[src/rtl/conv_pkg.sv]
// conv_pkg: shared dimensions, derived widths, FSM state and image-tap helper for the conv window sequencer
package conv_pkg;
  localparam int unsigned IMG_ROW = 128;
  localparam int unsigned IMG_COL = 128;
  localparam int unsigned KER_ROW = 8;
  localparam int unsigned KER_COL = 8;
  localparam int unsigned OUT_ROW = 32;
  localparam int unsigned OUT_COL = 32;
  localparam int unsigned STRIDE = 4;
  localparam int unsigned TAPS = KER_ROW * KER_COL;
  localparam int unsigned NPIX = OUT_ROW * OUT_COL;
  localparam int unsigned IMG_AW = $clog2(IMG_ROW * IMG_COL);
  localparam int unsigned KER_AW = $clog2(TAPS);
  localparam int unsigned OUT_AW = $clog2(NPIX);
  localparam int unsigned ROW_W = $clog2(OUT_ROW);
  localparam int unsigned COL_W = $clog2(OUT_COL);
  localparam int unsigned WB_W = $clog2(NPIX + 1);
  typedef enum logic [1:0] {IDLE, ISSUE, DRAIN, DONE} state_t;
  typedef struct packed {
    logic pad;
    logic [IMG_AW-1:0] addr;
  } img_tap_t;
  typedef struct packed {
    logic [IMG_AW-1:0] img_addr0;
    logic [IMG_AW-1:0] img_addr1;
    logic [KER_AW-1:0] ker_addr0;
    logic [KER_AW-1:0] ker_addr1;
    logic pad0;
    logic pad1;
    logic first_tap;
    logic last_tap;
    logic [OUT_AW-1:0] out_addr;
  } beat_t;
  function automatic img_tap_t img_tap(input int unsigned row, input int unsigned col, input int unsigned tap);
    img_tap_t res;
    int unsigned r;
    int unsigned c;
    r = row * STRIDE + tap / KER_COL;
    c = col * STRIDE + tap % KER_COL;
    res.pad = r >= IMG_ROW || c >= IMG_COL;
    res.addr = res.pad ? '0 : IMG_AW'(r * IMG_COL + c);
    return res;
  endfunction
endpackage

[src/rtl/conv_tap_addr_gen.sv]
// conv_tap_addr_gen: maps window (row, col) and even tap index to the image/kernel address pair with pad flags
module conv_tap_addr_gen
  import conv_pkg::*;
(
  input  logic [ROW_W-1:0]  row,
  input  logic [COL_W-1:0]  col,
  input  logic [KER_AW-1:0] tap,
  output logic [IMG_AW-1:0] img_addr0,
  output logic [IMG_AW-1:0] img_addr1,
  output logic [KER_AW-1:0] ker_addr0,
  output logic [KER_AW-1:0] ker_addr1,
  output logic              pad0,
  output logic              pad1
);
  img_tap_t t0, t1;
  always_comb begin
    t0 = img_tap(32'(row), 32'(col), 32'(tap));
    t1 = img_tap(32'(row), 32'(col), 32'(tap) + 32'd1);
    img_addr0 = t0.addr;
    img_addr1 = t1.addr;
    pad0 = t0.pad;
    pad1 = t1.pad;
    ker_addr0 = tap;
    ker_addr1 = tap + KER_AW'(1);
  end
endmodule

[src/rtl/conv_window_sequencer.sv]
// conv_window_sequencer: raster-order window walker issuing registered tap-pair beats and counting write-backs
module conv_window_sequencer
  import conv_pkg::*;
(
  input  logic              clk,
  input  logic              rst,
  input  logic              start,
  input  logic              issue_ready,
  input  logic              wb_valid,
  output logic              issue_valid,
  output logic [IMG_AW-1:0] img_addr0,
  output logic [IMG_AW-1:0] img_addr1,
  output logic [KER_AW-1:0] ker_addr0,
  output logic [KER_AW-1:0] ker_addr1,
  output logic              pad0,
  output logic              pad1,
  output logic              first_tap,
  output logic              last_tap,
  output logic [OUT_AW-1:0] out_addr,
  output logic              busy,
  output logic              done,
  output logic              err
);
  state_t state_q, state_d;
  logic [ROW_W-1:0] row_q, row_d;
  logic [COL_W-1:0] col_q, col_d;
  logic [KER_AW-1:0] tap_q, tap_d;
  logic [WB_W-1:0] wb_q, wb_d;
  logic valid_q, valid_d, busy_q, busy_d, done_q, done_d, err_q, err_d;
  beat_t beat_q, beat_d;
  logic go, beat, win_end, col_end, row_end, wb_take;
  logic [IMG_AW-1:0] g_img0, g_img1;
  logic [KER_AW-1:0] g_ker0, g_ker1;
  logic g_pad0, g_pad1;
  conv_tap_addr_gen u_gen (
    .row(row_d), .col(col_d), .tap(tap_d),
    .img_addr0(g_img0), .img_addr1(g_img1),
    .ker_addr0(g_ker0), .ker_addr1(g_ker1),
    .pad0(g_pad0), .pad1(g_pad1)
  );
  always_comb begin
    go = start && (state_q == IDLE || state_q == DONE);
    beat = valid_q && issue_ready;
    win_end = tap_q == KER_AW'(TAPS - 2);
    col_end = col_q == COL_W'(OUT_COL - 1);
    row_end = row_q == ROW_W'(OUT_ROW - 1);
    tap_d = go ? '0 : !beat ? tap_q : win_end ? '0 : tap_q + KER_AW'(2);
    col_d = go ? '0 : !(beat && win_end) ? col_q : col_end ? '0 : col_q + COL_W'(1);
    row_d = go ? '0 : !(beat && win_end && col_end) ? row_q : row_end ? '0 : row_q + ROW_W'(1);
    state_d = go ? ISSUE
      : (state_q == ISSUE && beat && win_end && col_end && row_end) ? DRAIN
      : (state_q == DRAIN && wb_q == WB_W'(NPIX)) ? DONE
      : state_q;
    wb_take = wb_valid && (state_q == ISSUE || state_q == DRAIN) && wb_q != WB_W'(NPIX);
    wb_d = go ? '0 : wb_q + WB_W'(wb_take);
    err_d = (err_q && !go) || (wb_valid && !wb_take);
    valid_d = state_d == ISSUE;
    busy_d = state_d == ISSUE || state_d == DRAIN;
    done_d = state_d == DONE;
  end
  always_comb begin
    beat_d = valid_d ? beat_t'{
      img_addr0: g_img0,
      img_addr1: g_img1,
      ker_addr0: g_ker0,
      ker_addr1: g_ker1,
      pad0: g_pad0,
      pad1: g_pad1,
      first_tap: tap_d == '0,
      last_tap: tap_d == KER_AW'(TAPS - 2),
      out_addr: OUT_AW'(32'(row_d) * OUT_COL + 32'(col_d))
    } : '0;
  end
  always_ff @(posedge clk) begin
    if (rst) begin
      state_q <= IDLE;
      row_q <= '0;
      col_q <= '0;
      tap_q <= '0;
      wb_q <= '0;
      valid_q <= 1'b0;
      busy_q <= 1'b0;
      done_q <= 1'b0;
      err_q <= 1'b0;
      beat_q <= '0;
    end else begin
      state_q <= state_d;
      row_q <= row_d;
      col_q <= col_d;
      tap_q <= tap_d;
      wb_q <= wb_d;
      valid_q <= valid_d;
      busy_q <= busy_d;
      done_q <= done_d;
      err_q <= err_d;
      beat_q <= beat_d;
    end
  end
  assign issue_valid = valid_q;
  assign img_addr0 = beat_q.img_addr0;
  assign img_addr1 = beat_q.img_addr1;
  assign ker_addr0 = beat_q.ker_addr0;
  assign ker_addr1 = beat_q.ker_addr1;
  assign pad0 = beat_q.pad0;
  assign pad1 = beat_q.pad1;
  assign first_tap = beat_q.first_tap;
  assign last_tap = beat_q.last_tap;
  assign out_addr = beat_q.out_addr;
  assign busy = busy_q;
  assign done = done_q;
  assign err = err_q;
endmodule

[config.mk]
export PLATFORM = sky130hd
export DESIGN_NAME = conv_window_sequencer
export DESIGN_NICKNAME = d
export VERILOG_FILES = /design/src/rtl/conv_pkg.sv /design/src/rtl/conv_tap_addr_gen.sv /design/src/rtl/conv_window_sequencer.sv
export SDC_FILE = /design/constraint.sdc
export NUM_CORES = 1
export LEC_CHECK = 0
export ABC_AREA = 1
export CORE_ASPECT_RATIO = 0.75
export CORE_MARGIN = 4
export CORE_UTILIZATION = 40
export DETAILED_ROUTE_END_ITERATION = 10
export PLACE_DENSITY_LB_ADDON = 0.3
export REMOVE_ABC_BUFFERS = 1
export SYNTH_ARGS = -nofsm -noshare
export SYNTH_HDL_FRONTEND = slang
export SYNTH_HIERARCHICAL = 1
export SYNTH_SLANG_ARGS = --single-unit
[constraint.sdc]
create_clock -name clk -period 2.8 [get_ports clk]
set_input_delay 0.42 -clock clk [delete_from_list [all_inputs] [get_ports clk]]
set_output_delay 0.42 -clock clk [all_outputs]
set_load 0.01 [all_outputs]
# --- After elaboration in Yosys (flattened, before gate mapping) ---
# Cells that the tools add are included.
word_totals:
  wordCells: 87
  out_inout_bits: 58
  regBits: 87
classes:
  n_lt_le_gt_ge: 4
  muxes: 12
  reduce_logical: 27
  bitwise_logic: 1
  n_addsub: 13
  eq_ne: 12
ops:
  columns: ["cell", "n"]
  rows:
  - ["$ge A32 B8 Y1 const B", 2]
  - ["$ge A30 B8 Y1 const B", 1]
  - ["$mux W5", 6]
  - ["$add A14 B14 Y14", 2]
  - ["$add A7 B3 Y8", 3]
  - ["$mux W6", 3]
  - ["$logic_and A1 B1 Y1", 13]
  - ["$eq A6 B6 Y1 const B", 2]
  - ["$add A11 B1 Y11", 1]
  - ["$eq A11 B11 Y1 const B", 1]
  - ["$ne A11 B11 Y1 const B", 1]
  - ["$add A10 B5 Y10", 1]
  - ["$add A5 B1 Y5 const B", 2]
  - ["$eq A5 B5 Y1 const B", 2]
  - ["$add A7 B4 Y8", 1]
  - ["$eq A2 B2 Y1 const B", 4]
  - ["$ge A8 B8 Y1 const B", 1]
  - ["$add A6 B1 Y7 const B", 1]
  - ["$add A6 B1 Y6 const B", 1]
  - ["$add A6 B2 Y6 const B", 1]
  - ["$logic_not A6 Y1", 1]
  - ["$logic_or A1 B1 Y1", 6]
  - ["$mux W2", 3]
  - ["$reduce_or A3 Y1", 2]
  - ["5 further kinds", 8]

# --- Logic depth before layout (Yosys ltp) ---
logic_depth:
  word_depth: 10
  depth_mapped: 25

# --- Modules after synthesis ---
# The synthesis kept the hierarchy.
by_module_without_submodules:
  columns: ["module", "area_per_inst_um2", "instances", "cells_per_inst"]
  rows:
  - ["conv_window_sequencer", 3333.2, 1, 436]
  - ["conv_tap_addr_gen", 925.9, 1, 155]

# --- Worst setup path after synthesis ---
# Ideal clock, no wire load.
synth_path:
  kind: "register to register"
  from: "reg state_q[0]"
  to: "reg beat_q (netlist bit img_addr1[13])"
  arrival_time_ns: 2.900
  stages_incl_launch_ff: 24
  slack_ns: -0.166
  t_required_ns: 2.734
  cell_sequence: "dfxtp_1 inv_1 ha_1 nand2_1 nand3_1 inv_1 ha_1 xor2_1 ha_1 inv_1 nor2_1 nand2_1 nor2_1 ha_1 ha_1 nand2_1 nor2_1 and2_1 nand2_1 nand2_1 nand2_1 nor2_1 inv_1 nor2_1"
synth_between:
  word_cells_on_any_way: 27
synth_lines:
  columns: ["item", "line", "rtl"]
  rows:
  - ["start, declared", "conv_window_sequencer.sv:24", "state_t state_q, state_d;"]
  - ["start signal, assigned", "conv_window_sequencer.sv:87", "state_q <= state_d;"]
  - ["$eq A2 B2 Y1 or $logic_not A2 Y1 (tied branches)", "conv_window_sequencer.sv:42", "go = start && (state_q == IDLE || state_q == DONE);"]
  - ["$logic_or A1 B1 Y1 (*)", "conv_window_sequencer.sv:42", null]
  - ["$logic_and A1 B1 Y1 (*)", "conv_window_sequencer.sv:42", null]
  - ["$mux W6 (*)", "conv_window_sequencer.sv:47", "tap_d = go ? '0 : !beat ? tap_q : win_end ? '0 : tap_q + KER_AW'(2);"]
  - ["named net tap_d[1]", "conv_window_sequencer.sv:27", "logic [KER_AW-1:0] tap_q, tap_d;"]
  - ["$add A6 B1 Y7 (*)", "conv_tap_addr_gen.sv:18", "t1 = img_tap(32'(row), 32'(col), 32'(tap) + 32'd1);"]
  - ["$add A7 B3 Y8 or $add A7 B4 Y8 (tied branches)", "conv_pkg.sv:39, conv_pkg.sv:38", null]
  - ["$ge A32 B8 Y1 or $ge A30 B8 Y1 (tied branches)", "conv_pkg.sv:40", "res.pad = r >= IMG_ROW || c >= IMG_COL;"]
  - ["$logic_or A1 B1 Y1", "conv_pkg.sv:40", null]
  - ["$reduce_or A3 Y1 (no line)", null, null]
  - ["end signal, assigned", "conv_window_sequencer.sv:96", "beat_q <= beat_d;"]
  - ["end, declared", "conv_window_sequencer.sv:30", "beat_t beat_q, beat_d;"]
# Mark *: on every way through the listed nets, which the timed path passes. The rest lies on a longest branch.
# A chain may end at the register's enable or synchronous reset.

# --- Worst setup path after layout ---
layout_path:
  from: "reg tap_q[1]"
  to: "reg beat_q (netlist bit img_addr1[13])"
layout_between:
  elab_chain_len: 9
  word_cells_on_any_way: 26
layout_lines:
  columns: ["item", "line", "rtl"]
  rows:
  - ["start, declared", "conv_window_sequencer.sv:27", null]
  - ["start signal, assigned", "conv_window_sequencer.sv:90", "tap_q <= tap_d;"]
  - ["$add A6 B2 Y6 or $eq A6 B6 Y1 (tied branches)", "conv_window_sequencer.sv:47, conv_window_sequencer.sv:44", null]
  - ["$mux W6 (*) (3 in series)", "conv_window_sequencer.sv:47", null]
  - ["named net tap_d[2]", "conv_window_sequencer.sv:27", null]
  - ["$add A6 B1 Y7 (*)", "conv_tap_addr_gen.sv:18", null]
  - ["$add A7 B3 Y8 or $add A7 B4 Y8 (tied branches)", "conv_pkg.sv:39, conv_pkg.sv:38", null]
  - ["$ge A32 B8 Y1 or $ge A30 B8 Y1 (tied branches)", "conv_pkg.sv:40", null]
  - ["$logic_or A1 B1 Y1", "conv_pkg.sv:40", null]
  - ["$reduce_or A3 Y1 (no line)", null, null]
# Marked as above.

==> metrics.md <==
| Metric | Value |
|---|---|
| Run status | complete, but fails checks |
| Failing checks | setup timing |
| Setup WS post-layout | -0.225 ns |
| Switching power of the nets | 0.597 mW |
| Ports | 63 |
| Die width | 127 um |
| DRT iter0 DRCs | 200 |
| Pin slew with the least headroom to its limit | 0.447 ns |
| Clock Latency Late Sink | 0.34 ns |
| Data arrival, critical path | 3.31 ns |
| DIE HEIGHT | 97.4 um |
| Worst Skew | 0.00551 ns |
| Worst Setup Path Type | reg2reg |
| Routed vias/inst | 4.58 |
| WL final | 10,900 um |
| Vias in the first global route | 3,995 |
| PortBufs | 62 |
| Crit path required time | 3.08 ns |
| Synthesized area | 4260 sq um |
| Sequential share of power | 47.5% |
| Ranking of synthesized cells by area | dfxtp_1 (41%), inv_1 (11%), nor2_1 (11%) |
| Register area share after synthesis | 40.9% |
| Most frequent cells in the layout | inv_1 (110), nor2_1 (109), buf_4 (95) |
| H-tree levels | 3 |
| Area of the core | 10,300 sq um |
| HPWL after DPL | 7790 um |
| Yosys reg bits | 87 |
| Drt drc | 0 |
| Pwr Density | 416 nW/um^2 |
| CTS tree | built |
| Layout area overhead | 49.8% |
| Nature of the critical path endpoint | register |
| Clock tree buffer depth | 2 |
| Period utilization | 108% |
| Max Slew Vio Count | 0 |
| Max-cap viol count | 0 |
| Clock share of power | 45.1% |
| Util after Layout | 61.8% |
| Internal power | 2.05 mW |
| Fin nets | 782 |
| Synth Instances | 591 |
| Largest net degree at the start of global routing | 53 |
| Most common cell after layout, fill and taps aside | inv_1 |
| Sw Share | 22.5% |
| Non-Filler Instances | 892 |
| Number of flops mapped to enable cells by yosys | 0 |
| Placed Area | 5570 sq um |
| TritonCTS Buffers | 9 |
| Clk slew on worst S/H paths | 0.06 ns |
| Clock sink total | 87 |
| Fraction of registers with async set/reset | 0% |
| Inst Count DP | 853 |
| Layout cell share with drive strength beyond 1 | 29.6% |
| Comb pwr share | 7.3% |
| Synth Flop Type | dfxtp_1 |
| Placer Congestion | 0.868 |
| Final setup violation count | 7 |
| Cell Rows | 32 |
| Antenna-violating nets left | 0 |
| Overflow after GRT | 0 |
| Hold Violations, Final | 0 |
| Setup repair after global routing missed its margin | yes |
| Rel. slew slack | 70.1% |
| Antenna Cells | 0 |
| Routed len/inst | 12.2 um |
| Synthesized area per cell | 7.21 sq um |
| Initial Utilization | 41.2% |
| Startpoint types | register |
| Initial antenna violation count | 0 |
| DRT Pass-1 Iters | 5 |
| Number of distinct library cells after synthesis | 36 |
| CTS root buf | clkbuf_16 |
| Critical path peak fanout | 4 |
| Synth top area share | 40.9% |
| Leakage power | 2.77 nW |
| Fmax | 0.331 GHz |
| Synth warnings | 6 |
| Tightest Hold Check Type | reg2reg |
| Tmin final | 3.03 ns |
| First-pass GRT wire length | 18,000 um |
| Cell area after layout | 6380 sq um |
| Die footprint | 12,400 sq um |
| Gr usage total | 17.9% |
| Design Power | 2.65 mW |
| Worst VDD drop | 0.000380 V |
| Number of vias in the routed layout | 4,086 |
| Yosys top cell by area | dfxtp_1 |
critical path, cell delays in order (launching register included):
cell and delay [ns]:
dfxtp_4 0.36, ha_4 0.25, inv_2 0.03, nand3_2 0.08, nand2_2 0.07, inv_2 0.08
nand3_4 0.09, inv_4 0.07, nand3_4 0.06, nand3b_1 0.23, xor2_2 0.21, ha_2 0.20
fa_1 0.55, inv_2 0.07, nor2_4 0.12, and2_4 0.16, nand2_4 0.05, nand2_2 0.06
nand2_2 0.05, nor2_2 0.07, inv_1 0.04, nor2_1 0.07
cell usage after synthesis, types with 3 or more instances:
library cell and n:
nand3_2 4, xnor2_1 3, clkbuf_1 8, nand2_2 3, nand3_1 36, nor3_1 9
nand2_1 80, o21ai_0 10, nor2_2 10, a21oi_1 15, buf_4 7, buf_6 3
nand4_1 5, nor2_1 122, inv_1 128, ha_1 25, o21ai_2 3, xor2_1 9
dfxtp_1 87, inv_2 3
logic make-up after synthesis:
kind of cell	after synthesis	share of synthesized area, %
DFF	87	40.9
buffers and inverters	150	14.4
AOI/OAI and AO/OA	34	4.76
and+or+nand+nor	281	29.3
xor gates and xnor gates	13	2.85
adders and majority gates	26	7.81
power by group through the flow:
stage                     clock (mW)  combinational (mW)  sequential, mW
after global placement             0               0.157            1.29
after detailed placement           0               0.159            1.29
final                           1.20               0.195            1.26
after global routing            1.28               0.214            1.26
after CTS                       1.23               0.175            1.26
after floorplan                    0              0.0663            1.29
worst paths after layout:
path	slack (ns)	start	cells past startpoint	end
min	0.48	err	2	err
max reg2reg	-0.23	tap_q[1]	21	img_addr1[13]
min reg2reg	0.48	err	2	err
max	-0.23	tap_q[1]	21	img_addr1[13]
cell type report:
cell class	instances	area, sq um
flip-flops and latches	87	1750
fillers	846	3950
repair buffers	167	1460
clock buffers	11	243
inverters	132	498
clock inverters	5	57.6
multi-input cells	354	2210
well taps	136	170
routing by layer:
layer  up-vias  GRT usage [%]  share of wire (%)
met5         -              0                  0
met4         0           5.94                2.4
met2       108           29.3                 47
li1       2084              -                  -
met1      1870           21.8                 44
met3        24           6.32                6.6
per-stage QoR:
step                setup TNS (ns)  hold slack [ns]  setup slack [ns]
floorplan                   -0.992            0.452            -0.371
global placement             -8.92            0.454            -0.549
detailed placement          -11.78            0.473            -0.643
CTS                         -0.174            0.487           -0.0607
global route                 -3.06            0.504            -0.353
finish                      -0.693            0.478            -0.225
timing repair:
action                                  4_1_cts  5_1_grt
hold buffers                                  0        0
buffers inserted                              7       16
pin swaps                                    24       26
gates cloned                                  0        1
endpoints found under the setup margin       19       23
gates resized for setup                      63       39
hold endpoints to repair                      0        0
registers in the layout (all words and copies together), names as in the netlist, 2 cells and up:
register / flops
col_q: 5
state_q: 2
out_addr: 10
ker_addr1: 6
img_addr1: 14
row_q: 5
wb_q: 11
tap_q: 6
ker_addr0: 6
img_addr0: 14
Power figures use the tool's default switching activity.
